[config.mk]
export PLATFORM = sky130hd
export DESIGN_NAME = uart_txrx_engine_flat
export DESIGN_NICKNAME = d
export VERILOG_FILES = /design/src/rtl/uart_txrx_engine_if.sv /design/src/rtl/uart_txrx_engine.sv /design/src/flat_wrapper.sv
export SDC_FILE = /design/constraint.sdc
export NUM_CORES = 1
export LEC_CHECK = 0
export BUFFER_PORTS_ARGS = -buffer_cell sky130_fd_sc_hd__buf_4
export CORE_MARGIN = 3
export CORE_UTILIZATION = 50
export DETAILED_ROUTE_END_ITERATION = 12
export GPL_ROUTABILITY_DRIVEN = 1
export PLACE_DENSITY_LB_ADDON = 0.1
export SLEW_MARGIN = 30
export SYNTH_ARGS = -nofsm -noshare
export SYNTH_HDL_FRONTEND = slang
export SYNTH_SLANG_ARGS = --single-unit
[constraint.sdc]
create_clock -name clk -period 2.1 [get_ports clk]
set_clock_uncertainty 0.15 [all_clocks]
set_input_delay 0.315 -clock clk [delete_from_list [all_inputs] [get_ports clk]]
set_output_delay 0.315 -clock clk [all_outputs]
set_load 0.01 [all_outputs]
[src/rtl/uart_txrx_engine_if.sv]
// Handshake/serial bundle between the UART engine and its bus-side register block.
// slave = engine side, master = register block / environment side.
interface uart_txrx_engine_if #(
    parameter int DATA_BITS = 8
);
    logic [DATA_BITS-1:0] tx_data;
    logic                 tx_valid;
    logic                 tx_ready;
    logic                 txd;
    logic                 rxd;
    logic [DATA_BITS-1:0] rx_data;
    logic                 rx_valid;
    logic                 rx_ready;
    logic                 rx_frame_err;
    logic                 rx_parity_err;
    logic                 rx_overrun;
    logic [2:0]           tx_state;
    logic [2:0]           rx_state;

    modport master (
        output tx_data, tx_valid, rxd, rx_ready,
        input  tx_ready, txd, rx_data, rx_valid, rx_frame_err, rx_parity_err,
               rx_overrun, tx_state, rx_state
    );

    modport slave (
        input  tx_data, tx_valid, rxd, rx_ready,
        output tx_ready, txd, rx_data, rx_valid, rx_frame_err, rx_parity_err,
               rx_overrun, tx_state, rx_state
    );
endinterface

[src/rtl/uart_txrx_engine.sv]
// Full-duplex UART engine: independent TX/RX FSMs with down-counting baud/bit timers.
// Optional parity bit enabled by defining UART_PARITY_EN.
//
// state   | meaning
// IDLE    | line idle (TX: ready for a word, RX: waiting for a falling edge)
// START   | start bit (RX: half-bit wait, then glitch check)
// DATA    | DATA_BITS data bits, LSB first
// PARITY  | parity bit (only with UART_PARITY_EN)
// STOP    | stop bit(s); RX samples only the first one, mid-bit
module uart_txrx_engine #(
    parameter int DATA_BITS    = 8,
    parameter int CLKS_PER_BIT = 16,
    parameter int STOP_BITS    = 1,
    parameter int PARITY_ODD   = 0
) (
    input logic               clk,
    input logic               rst,
    uart_txrx_engine_if.slave bus
);
    typedef enum logic [2:0] {
        ST_IDLE   = 3'd0,
        ST_START  = 3'd1,
        ST_DATA   = 3'd2,
        ST_PARITY = 3'd3,
        ST_STOP   = 3'd4
    } state_t;

    localparam int BW = $clog2(CLKS_PER_BIT);
    localparam int CW = $clog2(DATA_BITS + 1);
    localparam logic [BW-1:0] BAUD_FULL = BW'(CLKS_PER_BIT - 1);
    localparam logic [BW-1:0] BAUD_HALF = BW'(CLKS_PER_BIT / 2 - 1);
    localparam logic [CW-1:0] DATA_LAST = CW'(DATA_BITS - 1);
    localparam logic [CW-1:0] STOP_LAST = CW'(STOP_BITS - 1);
    localparam logic          PAR_ODD   = (PARITY_ODD != 0);

    // ---------------- TX ----------------
    state_t               tx_st, tx_st_nxt;
    logic [BW-1:0]        tx_baud, tx_baud_nxt;
    logic [CW-1:0]        tx_bits, tx_bits_nxt;
    logic [DATA_BITS-1:0] tx_sh, tx_sh_nxt;
    logic                 txd_q, txd_nxt;
    logic                 tx_tc;
`ifdef UART_PARITY_EN
    logic                 tx_par, tx_par_nxt;
`endif

    assign tx_tc = (tx_baud == '0);

    always_ff @(posedge clk or negedge rst) begin
        if (!rst) begin
            tx_st   <= ST_IDLE;
            tx_baud <= '0;
            tx_bits <= '0;
            tx_sh   <= '0;
            txd_q   <= 1'b1;
`ifdef UART_PARITY_EN
            tx_par  <= 1'b0;
`endif
        end else begin
            tx_st   <= tx_st_nxt;
            tx_baud <= tx_baud_nxt;
            tx_bits <= tx_bits_nxt;
            tx_sh   <= tx_sh_nxt;
            txd_q   <= txd_nxt;
`ifdef UART_PARITY_EN
            tx_par  <= tx_par_nxt;
`endif
        end
    end

    always_comb begin
        tx_st_nxt   = tx_st;
        tx_baud_nxt = tx_baud;
        tx_bits_nxt = tx_bits;
        tx_sh_nxt   = tx_sh;
`ifdef UART_PARITY_EN
        tx_par_nxt  = tx_par;
`endif
        if (tx_st != ST_IDLE)
            tx_baud_nxt = tx_tc ? BAUD_FULL : tx_baud - 1'b1;
        case (tx_st)
            ST_IDLE: if (bus.tx_valid) begin
                tx_st_nxt   = ST_START;
                tx_baud_nxt = BAUD_FULL;
                tx_sh_nxt   = bus.tx_data;
`ifdef UART_PARITY_EN
                tx_par_nxt  = (^bus.tx_data) ^ PAR_ODD;
`endif
            end
            ST_START: if (tx_tc) begin
                tx_st_nxt   = ST_DATA;
                tx_bits_nxt = DATA_LAST;
            end
            ST_DATA: if (tx_tc) begin
                tx_sh_nxt = tx_sh >> 1;
                if (tx_bits == '0) begin
`ifdef UART_PARITY_EN
                    tx_st_nxt   = ST_PARITY;
`else
                    tx_st_nxt   = ST_STOP;
                    tx_bits_nxt = STOP_LAST;
`endif
                end else begin
                    tx_bits_nxt = tx_bits - 1'b1;
                end
            end
            ST_PARITY: if (tx_tc) begin
                tx_st_nxt   = ST_STOP;
                tx_bits_nxt = STOP_LAST;
            end
            ST_STOP: if (tx_tc) begin
                if (tx_bits == '0) tx_st_nxt   = ST_IDLE;
                else               tx_bits_nxt = tx_bits - 1'b1;
            end
            default: tx_st_nxt = ST_IDLE;
        endcase

        // txd is registered from the next state so the pin never glitches on decode
        case (tx_st_nxt)
            ST_START:  txd_nxt = 1'b0;
            ST_DATA:   txd_nxt = tx_sh_nxt[0];
`ifdef UART_PARITY_EN
            ST_PARITY: txd_nxt = tx_par_nxt;
`endif
            default:   txd_nxt = 1'b1;
        endcase
    end

    assign bus.txd      = txd_q;
    assign bus.tx_ready = (tx_st == ST_IDLE);
    assign bus.tx_state = tx_st;

    // ---------------- RX ----------------
    logic                 rx_s1, rx_s2;
    state_t               rx_st, rx_st_nxt;
    logic [BW-1:0]        rx_baud, rx_baud_nxt;
    logic [CW-1:0]        rx_bits, rx_bits_nxt;
    logic [DATA_BITS-1:0] rx_sh, rx_sh_nxt;
    logic [DATA_BITS-1:0] rx_data_q, rx_data_nxt;
    logic                 rx_valid_q, rx_valid_nxt;
    logic                 fe_q, fe_nxt, pe_q, pe_nxt, ov_q, ov_nxt;
    logic                 rx_tc;
`ifdef UART_PARITY_EN
    logic                 par_bad, par_bad_nxt;
`endif

    assign rx_tc = (rx_baud == '0);

    always_ff @(posedge clk or negedge rst) begin
        if (!rst) begin
            rx_s1      <= 1'b1;
            rx_s2      <= 1'b1;
            rx_st      <= ST_IDLE;
            rx_baud    <= '0;
            rx_bits    <= '0;
            rx_sh      <= '0;
            rx_data_q  <= '0;
            rx_valid_q <= 1'b0;
            fe_q       <= 1'b0;
            pe_q       <= 1'b0;
            ov_q       <= 1'b0;
`ifdef UART_PARITY_EN
            par_bad    <= 1'b0;
`endif
        end else begin
            rx_s1      <= bus.rxd;
            rx_s2      <= rx_s1;
            rx_st      <= rx_st_nxt;
            rx_baud    <= rx_baud_nxt;
            rx_bits    <= rx_bits_nxt;
            rx_sh      <= rx_sh_nxt;
            rx_data_q  <= rx_data_nxt;
            rx_valid_q <= rx_valid_nxt;
            fe_q       <= fe_nxt;
            pe_q       <= pe_nxt;
            ov_q       <= ov_nxt;
`ifdef UART_PARITY_EN
            par_bad    <= par_bad_nxt;
`endif
        end
    end

    always_comb begin
        rx_st_nxt    = rx_st;
        rx_baud_nxt  = rx_baud;
        rx_bits_nxt  = rx_bits;
        rx_sh_nxt    = rx_sh;
        rx_data_nxt  = rx_data_q;
        rx_valid_nxt = rx_valid_q;
        fe_nxt       = 1'b0;
        pe_nxt       = 1'b0;
        ov_nxt       = 1'b0;
`ifdef UART_PARITY_EN
        par_bad_nxt  = par_bad;
`endif
        if (rx_valid_q && bus.rx_ready)
            rx_valid_nxt = 1'b0;
        if (rx_st != ST_IDLE)
            rx_baud_nxt = rx_tc ? BAUD_FULL : rx_baud - 1'b1;
        case (rx_st)
            ST_IDLE: if (!rx_s2) begin
                rx_st_nxt   = ST_START;
                rx_baud_nxt = BAUD_HALF;
`ifdef UART_PARITY_EN
                par_bad_nxt = 1'b0;
`endif
            end
            ST_START: if (rx_tc) begin
                if (rx_s2) begin
                    rx_st_nxt   = ST_IDLE;
                end else begin
                    rx_st_nxt   = ST_DATA;
                    rx_bits_nxt = DATA_LAST;
                end
            end
            ST_DATA: if (rx_tc) begin
                rx_sh_nxt = {rx_s2, rx_sh[DATA_BITS-1:1]};
                if (rx_bits == '0) begin
`ifdef UART_PARITY_EN
                    rx_st_nxt = ST_PARITY;
`else
                    rx_st_nxt = ST_STOP;
`endif
                end else begin
                    rx_bits_nxt = rx_bits - 1'b1;
                end
            end
`ifdef UART_PARITY_EN
            ST_PARITY: if (rx_tc) begin
                par_bad_nxt = rx_s2 ^ (^rx_sh) ^ PAR_ODD;
                rx_st_nxt   = ST_STOP;
            end
`endif
            // Return to IDLE at mid-stop so the next start edge is never missed
            ST_STOP: if (rx_tc) begin
                rx_st_nxt = ST_IDLE;
                if (!rx_s2) begin
                    fe_nxt = 1'b1;
`ifdef UART_PARITY_EN
                end else if (par_bad) begin
                    pe_nxt = 1'b1;
`endif
                end else if (rx_valid_q && !bus.rx_ready) begin
                    ov_nxt = 1'b1;
                end else begin
                    rx_data_nxt  = rx_sh;
                    rx_valid_nxt = 1'b1;
                end
            end
            default: rx_st_nxt = ST_IDLE;
        endcase
    end

    assign bus.rx_data      = rx_data_q;
    assign bus.rx_valid     = rx_valid_q;
    assign bus.rx_frame_err = fe_q;
    assign bus.rx_overrun   = ov_q;
    assign bus.rx_state     = rx_st;
`ifdef UART_PARITY_EN
    assign bus.rx_parity_err = pe_q;
`else
    // Without parity the flag is a constant zero; PAR_ODD only folds away here
    assign bus.rx_parity_err = pe_q & PAR_ODD & 1'b0;
`endif
endmodule
[src/flat_wrapper.sv]
// flat-port wrapper written by rule: the top's interface ports become plain ports
module uart_txrx_engine_flat 
#(
    parameter int DATA_BITS    = 8,
    parameter int CLKS_PER_BIT = 16,
    parameter int STOP_BITS    = 1,
    parameter int PARITY_ODD   = 0
)
  (clk, rst, bus_tx_data, bus_tx_valid, bus_rxd, bus_rx_ready, bus_tx_ready, bus_txd, bus_rx_data, bus_rx_valid, bus_rx_frame_err, bus_rx_parity_err, bus_rx_overrun, bus_tx_state, bus_rx_state);
  uart_txrx_engine_if #(.DATA_BITS(DATA_BITS)) bus_i ();
  input logic clk;
  input logic rst;
  input wire logic [$bits(bus_i.tx_data)-1:0] bus_tx_data;
  input wire logic [$bits(bus_i.tx_valid)-1:0] bus_tx_valid;
  input wire logic [$bits(bus_i.rxd)-1:0] bus_rxd;
  input wire logic [$bits(bus_i.rx_ready)-1:0] bus_rx_ready;
  output wire logic [$bits(bus_i.tx_ready)-1:0] bus_tx_ready;
  output wire logic [$bits(bus_i.txd)-1:0] bus_txd;
  output wire logic [$bits(bus_i.rx_data)-1:0] bus_rx_data;
  output wire logic [$bits(bus_i.rx_valid)-1:0] bus_rx_valid;
  output wire logic [$bits(bus_i.rx_frame_err)-1:0] bus_rx_frame_err;
  output wire logic [$bits(bus_i.rx_parity_err)-1:0] bus_rx_parity_err;
  output wire logic [$bits(bus_i.rx_overrun)-1:0] bus_rx_overrun;
  output wire logic [$bits(bus_i.tx_state)-1:0] bus_tx_state;
  output wire logic [$bits(bus_i.rx_state)-1:0] bus_rx_state;
  assign bus_i.tx_data = bus_tx_data;
  assign bus_i.tx_valid = bus_tx_valid;
  assign bus_i.rxd = bus_rxd;
  assign bus_i.rx_ready = bus_rx_ready;
  assign bus_tx_ready = bus_i.tx_ready;
  assign bus_txd = bus_i.txd;
  assign bus_rx_data = bus_i.rx_data;
  assign bus_rx_valid = bus_i.rx_valid;
  assign bus_rx_frame_err = bus_i.rx_frame_err;
  assign bus_rx_parity_err = bus_i.rx_parity_err;
  assign bus_rx_overrun = bus_i.rx_overrun;
  assign bus_tx_state = bus_i.tx_state;
  assign bus_rx_state = bus_i.rx_state;
  uart_txrx_engine #(.DATA_BITS(DATA_BITS), .CLKS_PER_BIT(CLKS_PER_BIT), .STOP_BITS(STOP_BITS), .PARITY_ODD(PARITY_ODD)) u_core (.clk(clk), .rst(rst), .bus(bus_i));
endmodule
Word level (Yosys, flattened, before mapping)
Index checks and enable logic that the tools add are counted.
{"block": "totals", "regBits": 52, "latchBits": 0, "ram_bits": 0, "romBits": 0, "out_inout_bits": 20, "n_memories": 0}
{"block": "classes", "add_sub_neg": 4, "n_mul": 0, "n_div": 0, "order_cmp": 0, "n_eq_ne": 22, "shifts": 0, "mux": 51, "bitwise_logic": 1, "reduce_logical": 20}
{"op": "4-bit two-way mux", "n": 18}
{"op": "3-bit two-way mux", "n": 12}
{"op": "4-bit zero test", "n": 4}
{"op": "8-bit two-way mux", "n": 2}
{"op": "2-bit by 1-bit != test with 1-bit output, second input constant", "n": 8}
{"op": "4-bit case mux with 4 select lines", "n": 1}
{"op": "8-bit case mux with 2 select lines", "n": 1}
{"op": "4-bit by 1-bit subtractor with 4-bit output, second input constant", "n": 4}
{"op": "3-bit case mux with 5 select lines", "n": 1}
{"op": "3-bit by 2-bit equality test with 1-bit output, second input constant", "n": 4}
{"op": "1-bit two-way mux", "n": 12}
{"op": "3-bit case mux with 4 select lines", "n": 1}
{"op": "2-bit != test, second input constant", "n": 5}
{"op": "5-bit AND reduction", "n": 2}
{"op": "3-bit by 1-bit equality test with 1-bit output, second input constant", "n": 3}
{"op": "4-bit case mux with 2 select lines", "n": 1}
{"op": "3-bit equality test, second input constant", "n": 2}
{"op": "3-bit zero test", "n": 2}
{"op": "6-bit AND reduction", "n": 1}
{"op": "3-bit nonzero test", "n": 2}
{"op": "4-bit AND reduction", "n": 1}
{"op": "2-bit nonzero test", "n": 2}
{"op": "4-bit nonzero test", "n": 1}
{"op": "3-bit AND reduction", "n": 1}
{"op": "6 further kinds", "n": 7}

Logic depth before layout (Yosys ltp)
Gate-level depths: netlist of run 1.
{"block": "depth", "ltp_word": 6, "mapped_depth": 8}

Least setup slack after synthesis of run 1
Ideal clock, no wire load.
{"block": "synth_path", "kind": "register to register", "start": "register u_core.rx_baud[0]", "end": "register u_core.rx_data_q[0] (netlist: u_core.bus.rx_data[0])", "arrival_ns": 1.835, "t_required_ns": 1.822, "slack_ns": -0.013, "stages_incl_launch_ff": 7, "path_buffers": 0, "synth_period_minus_slack_ns": 2.113, "cell_sequence": "dfrtp_1 -> inv_1 -> ha_1 -> or3b_1 -> nor2_1 -> nand3_1 -> mux2_1"}
{"block": "synth_between", "elab_chain_cells": 2}
{"item": "from (decl)", "line_no": "uart_txrx_engine.sv:136", "rtl": "logic [BW-1:0] rx_baud, rx_baud_nxt;"}
{"item": "from (signal assigned)", "line_no": "uart_txrx_engine.sv:169", "rtl": "rx_baud <= rx_baud_nxt;"}
{"item": "4-bit zero test", "line_no": "uart_txrx_engine.sv:147", "rtl": "assign rx_tc = (rx_baud == '0);"}
{"item": "4-bit AND reduction (no line)"}
{"item": "to (signal assigned)", "line_no": "uart_txrx_engine.sv:172", "rtl": "rx_data_q <= rx_data_nxt;"}
{"item": "to (decl)", "line_no": "uart_txrx_engine.sv:139", "rtl": "logic [DATA_BITS-1:0] rx_data_q, rx_data_nxt;"}
Every way passes these cells.
A chain may end at the register's enable or synchronous reset.

Worst setup path in the final report of run 1
{"block": "layout_path", "start": "register u_core.tx_baud[0]", "end": "register u_core.txd_q (netlist: u_core.bus.txd)"}
{"item": "from (decl)", "line_no": "uart_txrx_engine.sv:38", "rtl": "logic [BW-1:0] tx_baud, tx_baud_nxt;"}
{"item": "from (signal assigned)", "line_no": "uart_txrx_engine.sv:61", "rtl": "tx_baud <= tx_baud_nxt;"}
{"item": "4-bit zero test", "line_no": "uart_txrx_engine.sv:47", "rtl": "assign tx_tc = (tx_baud == '0);"}
{"item": "8-bit two-way mux", "line_no": "uart_txrx_engine.sv:94", "rtl": "ST_DATA: if (tx_tc) begin"}
{"item": "8-bit case mux with 2 select lines", "line_no": "uart_txrx_engine.sv:81", "rtl": "case (tx_st)"}
{"item": "via u_core.tx_sh_nxt[0]", "line_no": "uart_txrx_engine.sv:40", "rtl": "logic [DATA_BITS-1:0] tx_sh, tx_sh_nxt;"}
{"item": "1-bit case mux with 2 select lines", "line_no": "uart_txrx_engine.sv:119", "rtl": "case (tx_st_nxt)"}
{"item": "via u_core.txd_nxt", "line_no": "uart_txrx_engine.sv:41", "rtl": "logic txd_q, txd_nxt;"}
{"item": "to (signal assigned)", "line_no": "uart_txrx_engine.sv:64", "rtl": "txd_q <= txd_nxt;"}
{"item": "to (decl)", "line_no": "uart_txrx_engine.sv:41"}
The timed path passes the listed nets, and every way through them passes these cells. The select of a mux whose other input is x is not followed.

==> metrics.yaml, run 1 <==
run_status:
  status: "completed"
synthesis:
  synth_warnings: 0
  netlist_instances: 228
  synth-edff-count: 0
  synthesis.nets: 246
  synth_compound_area_share_pct: 12.9
  synthFlopType: "dfrtp_1"
  synth_top_family_by_area: "simple AND/OR/NAND/NOR gates"
  synthMuxAreaShare_pct: 7.34
  async_reset_ff_share_pct: 100
  ys_ff_latch: 52
  synth-simple-area-share_pct: 19.9
  synthDistinctLibCells: 49
  syn_area_per_cell_sq_um: 10.8
  synthAdderAreaFrac_pct: 2.55
  synth-xor-area-share_pct: 0.357
  yosysSeqAreaShare_pct: 53.1
  synth_area_sq_um: 2460
drt:
  vias: 1815
  viasPerCell: 5.19
  wl_per_cell_microns: 13.2
  dr.pass1.iters: 6
  route.detailed.drc: 0
  drt_iter0_drc: 52
  drt-total-wl_microns: 4600
  detail-route-antenna-nets: 0
placement:
  place_ws_ps: -17.7
  io_buffers: 31
  hpwl_microns: 3330
  gp_congestion: 0.804
  placed_area_sq_um: 2870
clock_network:
  clkSinkCount: 52
  clk_latency_ps: 310
  clkTransAtPathRegs_ps: 90
  htreeDepth: 2
  cts_made_buffers: 5
  clockBufferDepth: 2
  root_buffer: "clkbuf_8"
  cts_tree: "yes"
worst_setup_path:
  crit_arrival_ps: 2100
  crit_path_max_incr_delay_ps: 430
  rr_worst_depth: 7
  end_kind: "flop"
  required_ps: 2180
  rr_endpoint: "u_core.bus.txd"
  start_kind: "flop"
  path_class: "flop to flop"
  crit_chain: "inv_1 > ha_2 > or3b_4 > nor3_4 > a221o_1 > a211oi_2 > o221ai_2"
  critical_path.startpoint: "u_core.tx_baud[0]"
  endpoint: "u_core.bus.txd"
  cp_max_fo: 5
  cp_slowest_cell: "or3b_4"
  r2r-start: "u_core.tx_baud[0]"
  reg2reg_slack_ps: 80
die:
  io_pins: 33
  die_width_microns: 76.1
  num_rows: 24
  die_h_microns: 76.1
  initial_core_util_pct: 54.2
  die_area_sq_um: 5790
  core_sq_um: 4530
power:
  p_int_uw: 2080
  switching_share_pct: 34.9
  leakagePower_uw: 0.00147
  power_frac_seq_pct: 45.2
  power.clock.fraction_pct: 17.9
  ir_drop_mv: 0.545
  switching_power_uw: 1120
  total_power_uw: 3200
  powerDensity_nw_per_um2: 1050
  combPwrFrac_pct: 36.9
timing:
  max_slew.worst_pin.slew_ps: 634
  max_freq_ghz: 0.495
  slew_headroom_pct: 57.7
  hold_viol_final: 0
  period_minus_slack_ps: 2020
  setup_viol: 0
  fin_crit_sh_pct: 96.2
  whs_ps: 57.7
  slew_violations: 0
  fin_ws_ps: 80.8
  setup-tns-final_ps: 0
  grt_setup_unrepaired: "yes"
global_route:
  grt_pass1_wl_microns: 8010
  antenna_found_initial: 0
  grt_pass1_vias: 1769
  grt_max_degree: 53
  grt-ovfl-total: 0
  track_usage_pct: 16.9
finish:
  stdcell_area_sq_um: 3040
  mostFrequentLayoutCells: "54 x buf_4, 49 x dfrtp_1, 26 x nand2_1"
  areaGrowthSynthToFinish_pct: 23.7
  nets: 302
  drive_above_1_share_pct: 29.8
  antennaDiodeCount: 0
  final_common_cell: "buf_4"
flow_run:
  max-cap-violations: 0
min_path:
  hp-class: "primary input to flop"
==> critical path: cells and delay by family (launching register included) <==
kind | cells | cell delay, ps
adders and majority gates | 1 | 190
AOI/OAI and AO/OA | 3 | 480
buffers and inverters | 1 | 60
DFF | 1 | 400
and+or+nand+nor | 2 | 660
==> synthesized netlist by cell type, types with 2 or more instances <==
cell type	n	area (sq um)
buf_6	2	22.5
ha_1	5	62.6
a21oi_1	12	60.1
mux2_1	14	158
nor3_1	7	35.0
clkbuf_1	3	11.3
dfrtp_1	49	1230
o21a_1	2	15.0
nand3_1	5	25.0
o21ai_1	5	25.0
or3b_1	2	17.5
inv_1	10	37.5
nor2b_1	3	18.8
nand3b_1	4	30.0
buf_4	2	15.0
dfstp_2	3	78.8
o22a_1	2	17.5
nand2b_1	4	25.0
o21ai_0	4	20.0
nor3b_1	5	37.5
a31oi_1	5	31.3
mux2_2	2	22.5
nor2_1	18	67.6
a22oi_1	7	52.6
or3_1	3	18.8
nand2_1	27	101
==> power by group through the flow <==
stage / registers (uW) / logic [uW] / clock network [uW]
6_report: 1450 / 1180 / 573
2_1_floorplan: 1450 / 747 / 0
4_1_cts: 1450 / 1130 / 594
5_1_grt: 1480 / 1340 / 633
3_3_place_gp: 1460 / 1100 / 0
3_5_place_dp: 1470 / 1130 / 0
==> through the flow <==
stage,utilization [%],std cells
floorplan,-,228
global placement,63.3,336
detailed placement,63.3,336
CTS,66.0,346
global route,67.0,350
finish,67.0,350
==> layer usage <==
metal	global-route usage (%)	vias to the layer above	wire, microns
met5	0	-	0
met2	26.9	29	2110
li1	-	915	-
met1	22.3	864	2230
met3	5.32	7	210
met4	4.89	0	55
==> flip-flops by register name (all words and copies together) (netlist names), 3 cells and up <==
name                 flops
u_core.rx_baud           4
u_core.bus.rx_state      3
u_core.rx_sh             8
u_core.rx_bits           4
u_core.bus.tx_state      3
u_core.tx_sh             8
u_core.tx_bits           4
u_core.tx_baud           4
u_core.bus.rx_data       8
==> worst min-delay path by stage <==
stage,from,endpoint,slack [ps],depth (start not counted)
2_1_floorplan,rst,u_core.bus.rx_data[0],-130,0
3_5_place_dp,u_core.rx_s1,u_core.rx_s2,200,0
6_report,bus_tx_data[7],u_core.tx_sh[7],60,3
4_1_cts,bus_tx_data[7],u_core.tx_sh[7],60,3
5_1_grt,bus_tx_data[7],u_core.tx_sh[7],50,3
3_3_place_gp,u_core.rx_s1,u_core.rx_s2,200,0
==> cells by family after synthesis <==
group | count (synthesis)
AO/OA/AOI/OAI | 46
other | 1
flip-flops | 52
buffers and inverters | 18
AND/OR/NAND/NOR | 89
adder cells (fa/ha/maj) | 5
multiplexers | 16
XOR/XNOR | 1
==> area by class of cell <==
cell class / count / area, sq um
clock buffer: 5 / 68.8
clock inverter: 3 / 22.5
fill: 360 / 1500
inverter: 11 / 41.3
multi-input combinational: 158 / 1090
sequential: 52 / 1310
tap: 65 / 81.3
timing repair buffer: 56 / 425
==> what timing repair did <==
action                                  in CTS  in global routing
pin swaps                                    0                  2
hold buffers                                 2                  0
endpoints found under the hold margin       50                  0
buffers inserted                             0                  4
resized for setup                            3                  6
endpoints found under the setup margin       7                 17
Power figures use the tool's default switching activity.
==> run 2: changes to the inputs <==
--- a/config.mk
+++ b/config.mk
@@ -8,4 +8,7 @@
 export BUFFER_PORTS_ARGS = -buffer_cell sky130_fd_sc_hd__buf_4
+export CELL_PAD_IN_SITES_DETAIL_PLACEMENT = 0
+export CELL_PAD_IN_SITES_GLOBAL_PLACEMENT = 1
 export CORE_MARGIN = 3
-export CORE_UTILIZATION = 50
+export CORE_UTILIZATION = 40
+export CTS_BUF_LIST = sky130_fd_sc_hd__clkbuf_16
 export DETAILED_ROUTE_END_ITERATION = 12
==> constraint.sdc (replaced) <==
create_clock -name clk -period 2.1 [get_ports clk]
set_clock_uncertainty 0.15 [all_clocks]
set_input_delay 0.105 -clock clk [delete_from_list [all_inputs] [get_ports clk]]
set_output_delay 0.105 -clock clk [all_outputs]
set_load 0.01 [all_outputs]
==> metrics.yaml, run 2 (synthesized netlist as in run 1, its figures left out) <==
die:
  core_sq_um: 5710  # +26%
  die_width_microns: 84.4  # +11%
  die_h_microns: 84.4  # +11%
  die_area_sq_um: 7120  # +23%
  initial_core_util_pct: 43.0  # -11 points
  io_pins: 33  # unchanged
  num_rows: 27  # +13%
clock_network:
  clockBufferDepth: 2  # unchanged
  htreeDepth: 2  # unchanged
  clkSinkCount: 52  # unchanged
  clk_latency_ps: 280  # -30 ps
  root_buffer: "clkbuf_16"
  clkTransAtPathRegs_ps: 70  # -20 ps
  postCtsSetupBuffers: 0  # unchanged
  cts_tree: "yes"
  cts_made_buffers: 5  # unchanged
min_path:
  hp-class: "primary input to flop"
finish:
  mostFrequentLayoutCells: "52 x buf_4, 49 x dfrtp_1, 27 x nand2_1"
  stdcell_area_sq_um: 3150  # +3.8%
  final_common_cell: "buf_4"
  antennaDiodeCount: 0  # unchanged
  final_util_pct: 55.2  # -12 points
  nets: 308  # +2.0%
  drive_above_1_share_pct: 26.1  # -3.7 points
  areaGrowthSynthToFinish_pct: 28.4
global_route:
  grt_pass1_vias: 1790  # +1.2%
  track_usage_pct: 14.2  # -2.7 points
  grt_pass1_wl_microns: 8310  # +3.7%
  antenna_found_initial: 0  # unchanged
  grt-ovfl-total: 0  # unchanged
  grt_max_degree: 53  # unchanged
timing:
  setup-tns-final_ps: 0  # unchanged
  slew_headroom_pct: 56.8  # -0.95 points
  max_slew.worst_pin.slew_ps: 648  # +14.2 ps
  fin_ws_ps: 127  # +45.8 ps
  hold_viol_final: 0  # unchanged
  grt_setup_unrepaired: "no"
  slew_violations: 0  # unchanged
  setup_viol: 0  # unchanged
  fin_crit_sh_pct: 94.0  # -2.2 points
  period_minus_slack_ps: 1970  # -45.8 ps
  max_freq_ghz: 0.507  # +2.3%
power:
  leakagePower_uw: 0.00151  # +3.0%
  ir_drop_mv: 0.539  # -1.1%
  powerDensity_nw_per_um2: 1070  # +1.9%
drt:
  detail-route-antenna-nets: 0  # unchanged
  drt-total-wl_microns: 4720  # +2.6%
  drt_iter0_drc: 93  # +79%
  viasPerCell: 4.98  # -4.0%
  dr.pass1.iters: 4  # -2
  vias: 1808  # -0.39%
  wl_per_cell_microns: 13.0  # -1.1%
  route.detailed.drc: 0  # unchanged
flow_run:
  max-cap-violations: 0  # unchanged
placement:
  placed_area_sq_um: 2890  # +0.83%
  place_ws_ps: 11.8  # +29.5 ps
  gp_congestion: 0.779  # -3.1%
  io_buffers: 31  # unchanged
  hpwl_microns: 3330  # +0.14%
worst_setup_path:
  required_ps: 2170  # about the same
  end_kind: "flop"
  start_kind: "flop"
  cp_max_fo: 3  # -2
  path_class: "flop to flop"
  crit_arrival_ps: 2040  # -60 ps
run_status:
  status: "completed"
run 2: cell type report:
type,count,area [sq um]
fillers,508,2560
flip-flops and latches,52,1310
multi-input cells,158,1090
repair buffers,62,490
clock buffers,5,125
well taps,72,90.1
inverters,11,41.3
clock inverters,3,15.0
run 2: metal layers:
metal | wire (microns) | GRT usage (%) | up-vias | share of wire [%]
met3 | 165 | 3.24 | 4 | 3.5
met1 | 2500 | 20.8 | 850 | 53
met2 | 2020 | 21.1 | 25 | 43
met4 | 38 | 3.88 | 0 | 0.80
li1 | - | - | 929 | -
met5 | 0 | 0 | - | 0
run 2: per-stage QoR:
stage               instances  power, uW  hold slack (ps)
floorplan                 228       2200             -341
global placement          345       2600             35.9
detailed placement        345       2610             29.1
CTS                       363       3410             2.74
global route              363       3640             56.3
finish                    363       3380             33.5
run 2: worst max-delay path, stage by stage, from the launching register on:
cell and delay [ps]:
dfrtp_1 380, inv_1 90, ha_1 160, or3b_4 410
nor2_1 90, o21ai_1 80, or4_1 460, nand3_1 90
run 2: what timing repair did:
action / 4_1_cts / 5_1_grt
gates resized for setup: 1 / 4
setup endpoints to repair: 2 / 9
hold buffers: 10 / 0
hold endpoints to repair: 60 / 0
pin swaps: 1 / 0
run 2: path summary, 6_finish.rpt:
kind,slack (ps),depth (start not counted),to,from
max in group asynchronous,1110,2,u_core.bus.rx_valid,rst
setup reg to reg,130,7,u_core.rx_bits[3],u_core.rx_baud[1]
min in group asynchronous,240,2,u_core.tx_baud[3],rst
hold reg to reg,210,0,u_core.rx_s2,u_core.rx_s1
hold / removal,30,3,u_core.bus.rx_overrun,bus_rx_ready
setup / recovery,130,7,u_core.rx_bits[3],u_core.rx_baud[1]
run 2: power breakdown:
group	total [uW]	switching, uW	internal (uW)
registers	1450	188	1260
clock network	776	343	433
logic	1160	580	581
